$ cat src/rtl/mem_fill_pkg.sv
// Shared types for the memory initialiser: fill-mode and FSM state encodings.
// Latency: n/a (types only).
// Backpressure: n/a (types only).
package mem_fill_pkg;

    typedef enum logic [1:0] {
        IDENTITY = 2'd0,
        CONST    = 2'd1,
        STRIDE   = 2'd2,
        RSVD     = 2'd3
    } fill_mode_t;

    typedef enum logic [1:0] {
        IDLE   = 2'd0,
        WRITE  = 2'd1,
        VERIFY = 2'd2
    } state_t;

endpackage

$ cat src/rtl/mem_fill_if.sv
// Start handshake plus single-port RAM bus between the initialiser and its environment.
// Latency: n/a (wiring only).
// Backpressure: en is honoured only while rdy is high; the RAM side has no stall.
interface mem_fill_if #(
    parameter int AW = 8,
    parameter int DW = 8
) ();
    logic          en;
    logic          rdy;
    logic [1:0]    mode;
    logic [DW-1:0] seed;
    logic [DW-1:0] stride;
    logic [AW-1:0] addr;
    logic [DW-1:0] wrdata;
    logic          wren;
    logic [DW-1:0] rddata;
    logic          err;
    logic [AW-1:0] err_addr;

    // Initialiser side: drives the RAM port and the status outputs.
    modport master (
        input  en, mode, seed, stride, rddata,
        output rdy, addr, wrdata, wren, err, err_addr
    );

    // Environment side: requests fills and returns RAM read data.
    modport slave (
        output en, mode, seed, stride, rddata,
        input  rdy, addr, wrdata, wren, err, err_addr
    );
endinterface

$ cat src/rtl/mem_fill_gen.sv
// Pattern generator: index counter plus stride accumulator, word output registered.
// Latency: word/idx for index 0 valid the cycle after load/restart, then one step per cycle.
// Backpressure: none; advances only when step is asserted by the controller.
module mem_fill_gen
    import mem_fill_pkg::*;
#(
    parameter int AW = 8,
    parameter int DW = 8
) (
    input  logic          clk,
    input  logic          rst,
    input  logic          load,
    input  logic          restart,
    input  logic          step,
    input  fill_mode_t    mode,
    input  logic [DW-1:0] seed,
    input  logic [DW-1:0] stride,
    output logic [AW:0]   idx,
    output logic [DW-1:0] word
);

    fill_mode_t    mode_q;
    logic [DW-1:0] seed_q;
    logic [DW-1:0] stride_q;
    logic [DW-1:0] acc_q;
    logic [DW-1:0] word_q;
    logic [AW:0]   idx_q;

    logic [AW:0]   idx_nxt;
    logic [DW-1:0] acc_nxt;

    // The accumulator always holds seed + idx*stride, so stride mode needs no multiplier.
    function automatic logic [DW-1:0] pattern(input fill_mode_t m, input logic [AW:0] i,
                                              input logic [DW-1:0] s, input logic [DW-1:0] a);
        case (m)
            CONST:   return s;
            STRIDE:  return a;
            default: return DW'(i);   // IDENTITY and the reserved code
        endcase
    endfunction

    assign idx_nxt = idx_q + 1'b1;
    assign acc_nxt = acc_q + stride_q;

    // Load latches the run parameters; restart rewinds for a second pass with the same parameters.
    always_ff @(posedge clk) begin
        if (rst) begin
            mode_q   <= IDENTITY;
            seed_q   <= '0;
            stride_q <= '0;
            acc_q    <= '0;
            word_q   <= '0;
            idx_q    <= '0;
        end else if (load) begin
            mode_q   <= mode;
            seed_q   <= seed;
            stride_q <= stride;
            idx_q    <= '0;
            acc_q    <= seed;
            word_q   <= pattern(mode, '0, seed, seed);
        end else if (restart) begin
            idx_q    <= '0;
            acc_q    <= seed_q;
            word_q   <= pattern(mode_q, '0, seed_q, seed_q);
        end else if (step) begin
            idx_q    <= idx_nxt;
            acc_q    <= acc_nxt;
            word_q   <= pattern(mode_q, idx_nxt, seed_q, acc_nxt);
        end
    end

    assign idx  = idx_q;
    assign word = word_q;

endmodule

$ cat src/rtl/mem_fill.sv
// RAM initialiser: on accepted en, writes DEPTH pattern words; MEM_FILL_VERIFY_EN adds a read-back pass.
// Latency: writes in cycles 1..DEPTH after accept, rdy at DEPTH+1 (2*DEPTH+2 with verify).
// Backpressure: rdy low while busy; en is ignored until rdy returns, RAM port never stalls.
module mem_fill
    import mem_fill_pkg::*;
#(
    parameter int DEPTH = 256,
    parameter int AW    = $clog2(DEPTH),
    parameter int DW    = 8
) (
    input  logic       clk,
    input  logic       rst,
    mem_fill_if.master bus
);

    // Index stops at DEPTH-1 for writes so odd depths never reach address DEPTH.
    localparam logic [AW:0] LAST_IDX = (AW+1)'(DEPTH - 1);
`ifdef MEM_FILL_VERIFY_EN
    // The verify pass runs one extra index to drain the final compare.
    localparam logic [AW:0] END_IDX  = (AW+1)'(DEPTH);
`endif

    state_t        state_q;
    state_t        state_d;
    logic          load;
    logic          restart;
    logic          step;
    logic          rdy_q;
    logic          wren_q;
    logic [AW-1:0] addr_q;
    logic [AW:0]   gen_idx;
    logic [DW-1:0] gen_word;

    mem_fill_gen #(.AW(AW), .DW(DW)) u_gen (
        .clk     (clk),
        .rst     (rst),
        .load    (load),
        .restart (restart),
        .step    (step),
        .mode    (fill_mode_t'(bus.mode)),
        .seed    (bus.seed),
        .stride  (bus.stride),
        .idx     (gen_idx),
        .word    (gen_word)
    );

    // Next-state and generator control.
    always_comb begin
        state_d = state_q;
        load    = 1'b0;
        restart = 1'b0;
        step    = 1'b0;
        case (state_q)
            IDLE: begin
                if (bus.en) begin
                    load    = 1'b1;
                    state_d = WRITE;
                end
            end
            WRITE: begin
                if (gen_idx == LAST_IDX) begin
`ifdef MEM_FILL_VERIFY_EN
                    restart = 1'b1;
                    state_d = VERIFY;
`else
                    state_d = IDLE;
`endif
                end else begin
                    step = 1'b1;
                end
            end
`ifdef MEM_FILL_VERIFY_EN
            VERIFY: begin
                if (gen_idx == END_IDX) begin
                    state_d = IDLE;
                end else begin
                    step = 1'b1;
                end
            end
`endif
            default: state_d = IDLE;
        endcase
    end

    // State and registered outputs; rdy/wren follow the next state so they align with it.
    always_ff @(posedge clk) begin
        if (rst) begin
            state_q <= IDLE;
            rdy_q   <= 1'b1;
            wren_q  <= 1'b0;
            addr_q  <= '0;
        end else begin
            state_q <= state_d;
            rdy_q   <= (state_d == IDLE);
            wren_q  <= (state_d == WRITE);
            if (load || restart) begin
                addr_q <= '0;
            end else if (step && (gen_idx != LAST_IDX)) begin
                addr_q <= addr_q + 1'b1;
            end
        end
    end

    assign bus.rdy    = rdy_q;
    assign bus.wren   = wren_q;
    assign bus.addr   = addr_q;
    assign bus.wrdata = gen_word;

`ifdef MEM_FILL_VERIFY_EN
    logic          cmp_vld_q;
    logic [DW-1:0] exp_q;
    logic [AW-1:0] cmp_addr_q;
    logic          err_q;
    logic [AW-1:0] err_addr_q;

    // Delay expected word and address to line up with the RAM's one-cycle read latency.
    always_ff @(posedge clk) begin
        if (rst) begin
            cmp_vld_q  <= 1'b0;
            exp_q      <= '0;
            cmp_addr_q <= '0;
        end else begin
            cmp_vld_q  <= (state_q == VERIFY) && (gen_idx != END_IDX);
            exp_q      <= gen_word;
            cmp_addr_q <= addr_q;
        end
    end

    // Sticky error capturing only the first mismatching address of a run.
    always_ff @(posedge clk) begin
        if (rst) begin
            err_q      <= 1'b0;
            err_addr_q <= '0;
        end else if (load) begin
            err_q      <= 1'b0;
            err_addr_q <= '0;
        end else if (cmp_vld_q && (bus.rddata != exp_q) && !err_q) begin
            err_q      <= 1'b1;
            err_addr_q <= cmp_addr_q;
        end
    end

    assign bus.err      = err_q;
    assign bus.err_addr = err_addr_q;
`else
    logic unused_rddata;

    assign unused_rddata = ^bus.rddata;
    assign bus.err       = 1'b0;
    assign bus.err_addr  = '0;
`endif

endmodule
$ cat src/flat_wrapper.sv
// flat-port wrapper written by rule: the top's interface ports become plain ports
module mem_fill_flat import mem_fill_pkg::*;
#(
    parameter int DEPTH = 256,
    parameter int AW    = $clog2(DEPTH),
    parameter int DW    = 8
)
  (clk, rst, bus_en, bus_mode, bus_seed, bus_stride, bus_rddata, bus_rdy, bus_addr, bus_wrdata, bus_wren, bus_err, bus_err_addr);
  mem_fill_if #(.AW(AW), .DW(DW)) bus_i ();
  input  logic clk;
  input  logic rst;
  input wire logic [$bits(bus_i.en)-1:0] bus_en;
  input wire logic [$bits(bus_i.mode)-1:0] bus_mode;
  input wire logic [$bits(bus_i.seed)-1:0] bus_seed;
  input wire logic [$bits(bus_i.stride)-1:0] bus_stride;
  input wire logic [$bits(bus_i.rddata)-1:0] bus_rddata;
  output wire logic [$bits(bus_i.rdy)-1:0] bus_rdy;
  output wire logic [$bits(bus_i.addr)-1:0] bus_addr;
  output wire logic [$bits(bus_i.wrdata)-1:0] bus_wrdata;
  output wire logic [$bits(bus_i.wren)-1:0] bus_wren;
  output wire logic [$bits(bus_i.err)-1:0] bus_err;
  output wire logic [$bits(bus_i.err_addr)-1:0] bus_err_addr;
  assign bus_i.en = bus_en;
  assign bus_i.mode = bus_mode;
  assign bus_i.seed = bus_seed;
  assign bus_i.stride = bus_stride;
  assign bus_i.rddata = bus_rddata;
  assign bus_rdy = bus_i.rdy;
  assign bus_addr = bus_i.addr;
  assign bus_wrdata = bus_i.wrdata;
  assign bus_wren = bus_i.wren;
  assign bus_err = bus_i.err;
  assign bus_err_addr = bus_i.err_addr;
  mem_fill #(.DEPTH(DEPTH), .AW(AW), .DW(DW)) u_core (.clk(clk), .rst(rst), .bus(bus_i));
endmodule
$ cat config.mk
export PLATFORM = sky130hd
export DESIGN_NAME = mem_fill_flat
export DESIGN_NICKNAME = d
export VERILOG_FILES = /design/src/rtl/mem_fill_pkg.sv /design/src/rtl/mem_fill_if.sv /design/src/rtl/mem_fill_gen.sv /design/src/rtl/mem_fill.sv /design/src/flat_wrapper.sv
export SDC_FILE = /design/constraint.sdc
export NUM_CORES = 1
export LEC_CHECK = 0
export ABC_AREA = 1
export CAP_MARGIN = 0
export CORE_UTILIZATION = 35
export CTS_BUF_LIST = sky130_fd_sc_hd__clkbuf_8
export DETAILED_ROUTE_END_ITERATION = 10
export SYNTH_ARGS = -nofsm -noshare
export SYNTH_HDL_FRONTEND = slang
export SYNTH_SLANG_ARGS = --single-unit
$ cat constraint.sdc
create_clock -name clk -period 2.9 [get_ports clk]
set_clock_uncertainty 0.2 [all_clocks]
set_input_delay 0.87 -clock clk [delete_from_list [all_inputs] [get_ports clk]]
set_output_delay 0.87 -clock clk [all_outputs]
set_load 0.02 [all_outputs]
Yosys cells after proc, flatten, opt, wreduce, memory -nomap -nowiden
Index checks and enable logic that the tools add are counted.

storage, ports and cells
  register bits after elaboration = 55
  input port bits = 29
  output and inout port bits = 27
  logic and storage cells = 40

cells by class
  add/subtract/negate cells = 3
  equality and inequality tests = 8
  mux-type cells = 13
  reduce and logical (&&, ||, !) cells = 6

operators by type and width
  operator                                                               number
  8-bit two-way mux                                                      5
  8-bit case mux with 2 select lines                                     1
  9-bit by 1-bit adder with 9-bit output, second input constant          1
  9-bit by 8-bit equality test with 1-bit output, second input constant  1
  9-bit by 8-bit != test with 1-bit output, second input constant        1
  8-bit by 1-bit adder with 8-bit output, second input constant          1
  8-bit adder                                                            1
  2-bit by 1-bit equality test with 1-bit output, second input constant  4
  2-bit equality test, second input constant                             2
  2-bit zero test                                                        2
  1-bit two-way mux                                                      4
  2-bit two-way mux                                                      2
  2-bit case mux with 2 select lines                                     1
  2-bit OR reduction                                                     2
  2-bit nonzero test                                                     1
  1-bit logical AND                                                      1

Longest topological paths before layout
Gate-level depths: netlist (run 1).

  depth in word-level cells = 5
  depth in mapped cells = 14
  depth with buffers taken out = 14

Cells and area by module
A second synthesis (run 1) with hierarchy kept.

unflattened totals
  cells, all modules = 450
  area total of the unflattened synthesis = 3,185.6 µm²

by module, submodules not included
  module        instances  cells each  area each (µm²)  seq. area each (µm²)
  mem_fill_gen  1          347         2,434.8          860.8
  mem_fill      1          103         750.7            240.2

Worst setup path before layout (run 1)
Ideal clock, no wire load.

  path type = reg2reg
  start point = register u_core.u_gen.idx_q[0] (netlist: u_core.u_gen.idx[0])
  end point = register u_core.u_gen.idx_q[5] (netlist: u_core.u_gen.idx[5])
  setup time = 116 ps
  data arrival time = 1,867 ps
  required time = 2,584 ps
  setup slack = 717 ps
  cell stages (with the launch flop) = 13
  path buffers = 1
  period minus slack after synthesis = 2,183 ps
  path through = dfxtp_1 -> ha_1 -> nand2_1 -> nor3_1 -> inv_1 -> nor3_1 -> ha_1 -> inv_1 -> nand3_4 -> clkinv_1 -> buf_2 -> o211ai_1 -> inv_1

between the ends
  longest elaborated chain between the ends = 3
  elaborated cells between the ends (all ways) = 4
  classes of those cells = add/sub: 1; eq/ne: 1; mux: 2

ends and longest elaborated chain
  item                                                                                            line                source
  start: declaration                                                                              mem_fill_gen.sv:27  logic [AW:0] idx_q;
  start signal: assignment                                                                        mem_fill_gen.sv:66  idx_q <= idx_nxt;
  parallel branches: the longest is 3 deep, another holds 9-bit by 1-bit adder with 9-bit output  --

Several ways; the timed one is not identified.
A chain may end at the register's enable or synchronous reset.

Final worst setup path (run 1)
  start point = register u_core.u_gen.idx_q[0] (netlist: u_core.u_gen.idx[0])
  end point = register u_core.u_gen.idx_q[6] (netlist: u_core.u_gen.idx[6])

The elaborated chain is that of the path after synthesis.

==> run summary, run 1 <==
======================================================================================================
Kind of path behind the tightest hold check .............................................   reg -> reg
Setup repair after global routing missed its margin .....................................        false
TritonCTS clock tree ....................................................................         done
Portion of the clock cycle consumed by the worst path in the final layout ...............        83.9%
Setup TNS Final .........................................................................         0 ps
Detailed router's first-iteration violation count .......................................          113
Sequential area share after synthesis ...................................................        38.6%
Fraction of final layout cells with drive strength greater than 1 .......................        6.15%
Post-CTS Setup Inserts ..................................................................            0
Global placer's final weighted congestion ...............................................        0.783
Die height ..............................................................................      92.3 um
Leakage power ...........................................................................      1.42 nW
Result of the run .......................................................................    completed
Buffer cell driving the clock tree root .................................................     clkbuf_8
Port bufs ...............................................................................           38
Portion of synthesized cell area occupied by the leading cell type ......................        38.6%
Number of nets still failing antenna checks after routing ...............................            0
First-pass GRT wire length ..............................................................      10.8 mm
Hold bufs inserted after CTS ............................................................            0
ANT cells ...............................................................................            0
Average footprint of a synthesized cell .................................................    7.35 um^2
Path type of the worst setup path .......................................................   reg -> reg
Share of flip-flops with an asynchronous set or reset after synthesis ...................           0%
Number of global-route vias before repair ...............................................         2391
Total placed instance area .............................................................. 0.00328 mm^2
Via density per instance ................................................................         4.67
Number of buffers on the longest clock path .............................................            2
Sort of element at the end of the critical path .........................................    flip-flop
Warnings, synthesis .....................................................................            0
Number of max-slew violations in the final report .......................................            0
CTS H-tree depth ........................................................................            2
Total clock buffers created by CTS ......................................................            5
Cell count after synthesis ..............................................................          388
Crit-path cells ......................................................................... ha_1 -> nand2_1 -> nor3_1 -> inv_1 -> nor3_1 -> ha_1 -> inv_1 -> nand3_4 -> clkinvlp_4 -> o211ai_1 -> inv_1
Flip-flop and latch count after synthesis ...............................................           55
Most numerous cell types in the synthesized netlist ..................................... 75 x nand2_1, 55 x dfxtp_1, 43 x inv_1
Sum of routed wire length over all layers ...............................................      6.36 mm
Basic-gate share of the synthesized area counting and, or, nand and nor cells ...........        22.9%
Worst-skew pair later-pin latency .......................................................       310 ps
Top fanout value on the critical path ...................................................           18
Total congestion overflow after global routing ..........................................            0
Worst Hold Margin .......................................................................       272 ps
Most area-hungry cell type in the Yosys netlist .........................................      dfxtp_1
Detailed-route via count ................................................................         2453
Peak supply drop ........................................................................     0.236 mV
Total iterations of the first detailed-routing run ......................................            5
Setup ws final ..........................................................................       468 ps
Overall Global Routing Usage ............................................................        15.7%
Total area of multi-input combinational cells ........................................... 0.00145 mm^2
DRC violation count after routing .......................................................            0
Num ports ...............................................................................           56
Startpoint type of the worst setup path .................................................    flip-flop
Xor and xnor fraction of the mapped netlist area ........................................        2.15%
Final Hold Fails ........................................................................            0
Post-Layout Inst Area ................................................................... 0.00339 mm^2
Final #Nets .............................................................................          465
Share of synthesized cell area in full adder, half adder and majority cells .............        5.96%
Synth top area cells .................................................................... dfxtp_1 39%, nand2_1 9.9%, a21oi_1 6.8%, o21ai_0 5.8%, inv_1 5.7%
Pin count of the biggest net entering global routing ....................................           26
Total area of sequential cells .......................................................... 0.00110 mm^2
Data arrival time of the critical path ..................................................      2440 ps
FP Rows .................................................................................           32
Placeable Area .......................................................................... 0.00781 mm^2
Most frequent cell on the critical path .................................................        inv_1
Multiplexer area fraction after synthesis ...............................................           0%
Placement Setup Slack ...................................................................       319 ps
Dominant combinational cell family by area after synthesis .............................. simple AND/OR/NAND/NOR gates
Netlist area before placement ........................................................... 0.00285 mm^2
Final setup viols .......................................................................            0
Final HPWL from detailed placement ......................................................      4.59 mm
Number of enable flip-flop cells after synthesis ........................................            0
Die extent in x .........................................................................      92.3 um
Commonest register cell after synthesis .................................................      dfxtp_1
Clock transition at the register clock pins on the worst setup and hold paths after CTS .        90 ps
Share of the synthesized area in compound gates (AO/OA/AOI/OAI) .........................        18.4%
Wire length per cell after detailed routing .............................................      12.1 um
Achievable clock frequency ..............................................................      411 MHz
Top cell family by delay on the critical path ........................................... simple AND/OR/NAND/NOR gates
Final min period ........................................................................      2430 ps
Effective utilization at floorplan ......................................................        36.5%
Most repeated cell in the gate-level netlist after synthesis ............................      nand2_1
Number of antenna violations at the first check in global routing .......................            0
Master of the slowest instance on the critical path .....................................      dfxtp_1
Largest stage delay on the critical path ................................................       370 ps
Layout Area Growth over Synthesis .......................................................        18.7%
Power density over the cells ............................................................  485 mW/mm^2
Critical path required time .............................................................      2900 ps
Critical path buffers and inverters .....................................................            4
Max-capacitance violation count .........................................................            0
Number of fill cells ....................................................................          787
Number of distinct standard cells referenced by the synthesized netlist .................           35
Area enclosed by the die boundary ....................................................... 0.00852 mm^2
Clock tree sinks ........................................................................           55
======================================================================================================
## registers in the layout (all words and copies together), names as in the netlist
register               cells
u_core.bus.rdy             1
u_core.u_gen.mode_q        2
u_core.u_gen.seed_q        8
u_core.u_gen.acc_q         8
u_core.state_q             2
u_core.u_gen.idx           9
u_core.bus.addr            8
u_core.u_gen.stride_q      8
u_core.bus.wren            1
u_core.u_gen.word          8
## report_power, final
part	total [mW]	internal, mW	switching, mW	leakage [nW]
combinational	0.324	0.134	0.190	0.912
clock	0.498	0.250	0.248	0.0554
sequential	0.820	0.797	0.0233	0.450
total	1.64	1.18	0.462	1.42
## metal layers
metal	wire length, um	track usage (%)
met1	3110	20.1
met3	289	2.74
met5	0	0
met4	34	4.30
met2	2920	27.1
## path summary, 6_finish.rpt
check | start | to | slack, ps | cells after the start
min | u_core.bus.addr[7] | u_core.bus.addr[7] | 270 | 2
max | u_core.u_gen.idx[0] | u_core.u_gen.idx[6] | 470 | 11
max reg2reg | u_core.u_gen.idx[0] | u_core.u_gen.idx[6] | 470 | 11
min reg2reg | u_core.bus.addr[7] | u_core.bus.addr[7] | 270 | 2
## worst register-to-register path, cell delays in order, from the launching register on
cell and delay, ps:
dfxtp_1 370, ha_1 180, nand2_1 80, nor3_1 230
inv_1 80, nor3_1 160, ha_1 200, inv_1 70
nand3_4 150, clkinvlp_4 300, o211ai_1 250, inv_1 70
## layout make-up
cell class	count	area share [%]
clock buffer	5	2.03
clock inverter	2	0.998
inverter	47	5.40
multi-input combinational	270	42.7
sequential	55	32.5
tap	102	3.77
timing repair buffer	44	12.6
## through the flow
stage,util [%],std cells,power [mW]
floorplan,-,397,1.07
global placement,42.0,518,1.16
detailed placement,42.0,518,1.16
CTS,43.3,525,1.66
global route,43.4,525,1.73
finish,43.4,525,1.64
## cells in the final DEF, fill, tap and decap left out
cell              n
conb_1           10
nand2_4           1
clkdlybuf4s50_1  38
nor2_1           24
clkinvlp_4        1
xnor2_1           4
xor2_1            3
nand3_4           1
a21o_1            2
o22a_1            1
a21oi_1          39
o21a_1            1
inv_2             2
ha_1             12
clkbuf_8          5
nand3_1          29
nand3_2           1
inv_4             1
nor3_2            1
nand2_1          75
o31ai_1           1
nand3b_1          2
buf_4             6
inv_1            44
or2_2             2
o211ai_1          5
nor2_4            1
a31oi_1          14
dfxtp_1          55
nor3_1            4
bufinv_16         1
o21ai_0          33
nor2_2            2
nor3_4            1
fa_1              1
## kinds of logic (layout without fill, tap and decap cells)
group,count (synthesis),count (layout)
DFF,55,55
AOI/OAI and AO/OA,96,96
buffers and inverters,72,98
xor gates and xnor gates,7,7
other,1,10
adders and majority gates,13,13
and+or+nand+nor,144,144
## repair_timing
| item | in CTS | in global routing |
|---|---|---|
| resized for setup | 0 | 1 |
| endpoints found under the hold margin | 0 | 0 |
| endpoints found under the setup margin | 0 | 1 |
No activity file was read; power rests on OpenSTA's default activity.
==> run 2: changes to the inputs <==
clock period = 2.2 ns   (was 2.9 ns; I/O delays follow)
==> run summary, run 2 (synthesized netlist as in run 1, its figures left out) <==
======================================================================================================
FP Rows .................................................................................           32   unchanged
Max-capacitance violation count .........................................................            0   unchanged
Die height ..............................................................................      92.3 um   unchanged
Effective utilization at floorplan ......................................................        36.5%   unchanged
Total area of sequential cells .......................................................... 0.00111 mm^2   was 0.00110 mm^2
Final Hold Fails ........................................................................            0   unchanged
Final HPWL from detailed placement ......................................................      4.86 mm   was 4.59 mm
Portion of the clock cycle consumed by the worst path in the final layout ...............        97.5%
Critical path buffers and inverters .....................................................            1   was 4
Wire length per cell after detailed routing .............................................      12.1 um   about the same
Layout Area Growth over Synthesis .......................................................        29.8%   was 18.7%
Global placer's final weighted congestion ...............................................        0.824   was 0.783
Startpoint type of the worst setup path .................................................    flip-flop   unchanged
Largest register FFs ....................................................................            9   unchanged
Top cell family by delay on the critical path ........................................... buffers and inverters   was simple AND/OR/NAND/NOR gates
Finished Core Util ......................................................................        47.4%   was 43.4%
Detailed router's first-iteration violation count .......................................           88   was 113
Final min period ........................................................................      2150 ps
Sum of routed wire length over all layers ...............................................      6.64 mm   was 6.36 mm
Worst-skew pair later-pin latency .......................................................       310 ps   about the same
Total clock buffers created by CTS ......................................................            5   unchanged
Largest stage delay on the critical path ................................................       610 ps   was 370 ps
Leakage power ...........................................................................      1.68 nW   was 1.42 nW
Critical path required time .............................................................      1340 ps   was 2900 ps
Die extent in x .........................................................................      92.3 um   unchanged
Setup TNS Final .........................................................................         0 ps   unchanged
Final setup viols .......................................................................            0   unchanged
Result of the run .......................................................................    completed   unchanged
Number of global-route vias before repair ...............................................         2618   was 2391
Clock tree sinks ........................................................................           55   unchanged
Buffer cell driving the clock tree root .................................................     clkbuf_8   unchanged
Top library cells by usage in the layout, fill and taps aside ........................... 73 x nand2_1, 51 x dfxtp_1, 39 x inv_1, 37 x a21oi_1, 29 x clkdlybuf4s50_1   was 75 x nand2_1, 55 x dfxtp_1, 44 x inv_1, 39 x a21oi_1, 38 x clkdlybuf4s50_1
Overall Global Routing Usage ............................................................        16.7%   was 15.7%
Kind of path behind the tightest hold check .............................................   reg -> reg   unchanged
Setup repair after global routing missed its margin .....................................         true   was false
Data arrival time of the critical path ..................................................      1290 ps   was 2440 ps
Clock transition at the register clock pins on the worst setup and hold paths after CTS .       100 ps   was 90 ps
Number of buffers on the longest clock path .............................................            2   unchanged
Via density per instance ................................................................         4.75   was 4.67
Num ports ...............................................................................           56   unchanged
Power density over the cells ............................................................  579 mW/mm^2   was 485 mW/mm^2
Placeable Area .......................................................................... 0.00781 mm^2   unchanged
Fraction of final layout cells with drive strength greater than 1 .......................        17.5%   was 6.15%
CTS H-tree depth ........................................................................            2   unchanged
Area enclosed by the die boundary ....................................................... 0.00852 mm^2   unchanged
Crit-path cells ......................................................................... clkdlybuf4s50_1   was ha_1 -> nand2_1 -> nor3_1 -> inv_1 -> nor3_1 -> ha_1 -> inv_1 -> nand3_4 -> clkinvlp_4 -> o211ai_1 -> inv_1
Peak supply drop ........................................................................     0.213 mV   was 0.236 mV
Number of max-slew violations in the final report .......................................            0   unchanged
Sort of element at the end of the critical path ......................................... primary output   was flip-flop
Top fanout value on the critical path ...................................................            2   was 18
TritonCTS clock tree ....................................................................         done   unchanged
ANT cells ...............................................................................            0   unchanged
Path type of the worst setup path .......................................................   reg -> out   was reg -> reg
Number of antenna violations at the first check in global routing .......................            0   unchanged
Total iterations of the first detailed-routing run ......................................            5   unchanged
Total congestion overflow after global routing ..........................................            0   unchanged
Number of nets still failing antenna checks after routing ...............................            0   unchanged
First-pass GRT wire length ..............................................................      11.4 mm   was 10.8 mm
Final #Nets .............................................................................          487   was 465
DRC violation count after routing .......................................................            0   unchanged
Port bufs ...............................................................................           38   unchanged
Detailed-route via count ................................................................         2596   was 2453
Total area of multi-input combinational cells ........................................... 0.00156 mm^2   was 0.00145 mm^2
Leading cell type in the layout, fill and taps excluded .................................      nand2_1   unchanged
Master of the slowest instance on the critical path ..................................... clkdlybuf4s50_1   was dfxtp_1
Achievable clock frequency ..............................................................      466 MHz
Number of fill cells ....................................................................          792   was 787
Pin count of the biggest net entering global routing ....................................           27   was 26
======================================================================================================
-- run 2: final cells by class --
class	instances	share of cell area, %
clock buffers	6	2.23
clock inverters	1	0.135
inverters	47	4.90
multi-input cells	270	42.1
flip-flops and latches	55	29.9
well taps	102	3.45
repair buffers	66	17.4
-- run 2: per-stage QoR --
| stage | instances | setup slack [ps] | instance area, um^2 | hold slack, ps | power [mW] |
|---|---|---|---|---|---|
| after floorplan | 397 | 17.1 | 2890 | 244 | 1.41 |
| after global placement | 536 | -74.3 | 3440 | 250 | 1.55 |
| after detailed placement | 536 | -141 | 3440 | 252 | 1.56 |
| after CTS | 544 | 10.4 | 3560 | 269 | 2.14 |
| after global routing | 547 | -63.8 | 3700 | 285 | 2.27 |
| final | 547 | 54.7 | 3700 | 268 | 2.14 |
-- run 2: path summary, 6_finish.rpt --
kind	depth (start not counted)	end	slack [ps]	startpoint
worst min register to register	2	u_core.u_gen.seed_q[3]	270	u_core.u_gen.seed_q[3]
worst min-delay path	2	u_core.u_gen.seed_q[3]	270	u_core.u_gen.seed_q[3]
worst max register to register	15	u_core.bus.addr[7]	100	u_core.u_gen.idx[1]
worst max-delay path	1	bus_wrdata[2]	50	u_core.u_gen.word[2]
-- run 2: where the power goes --
group          internal (mW)  total (mW)  switching [mW]
Sequential              1.05        1.09          0.0347
Clock                  0.248       0.575           0.327
Combinational          0.215       0.482           0.268
-- run 2: repair_timing --
item | in CTS | in global routing
setup endpoints to repair | 35 | 36
setup buffers | 1 | 3
resized for setup | 21 | 47
hold buffers | 0 | 0
cloned | 0 | 0
pin swaps | 1 | 16
-- run 2: metal layers --
layer / GRT usage, % / part of all wire, % / vias to the layer above
met5: 0 / 0 / -
met4: 5.08 / 0.89 / 0
li1: - / - / 1373
met1: 19.9 / 45 / 1174
met3: 2.57 / 3.2 / 7
met2: 30.5 / 51 / 42
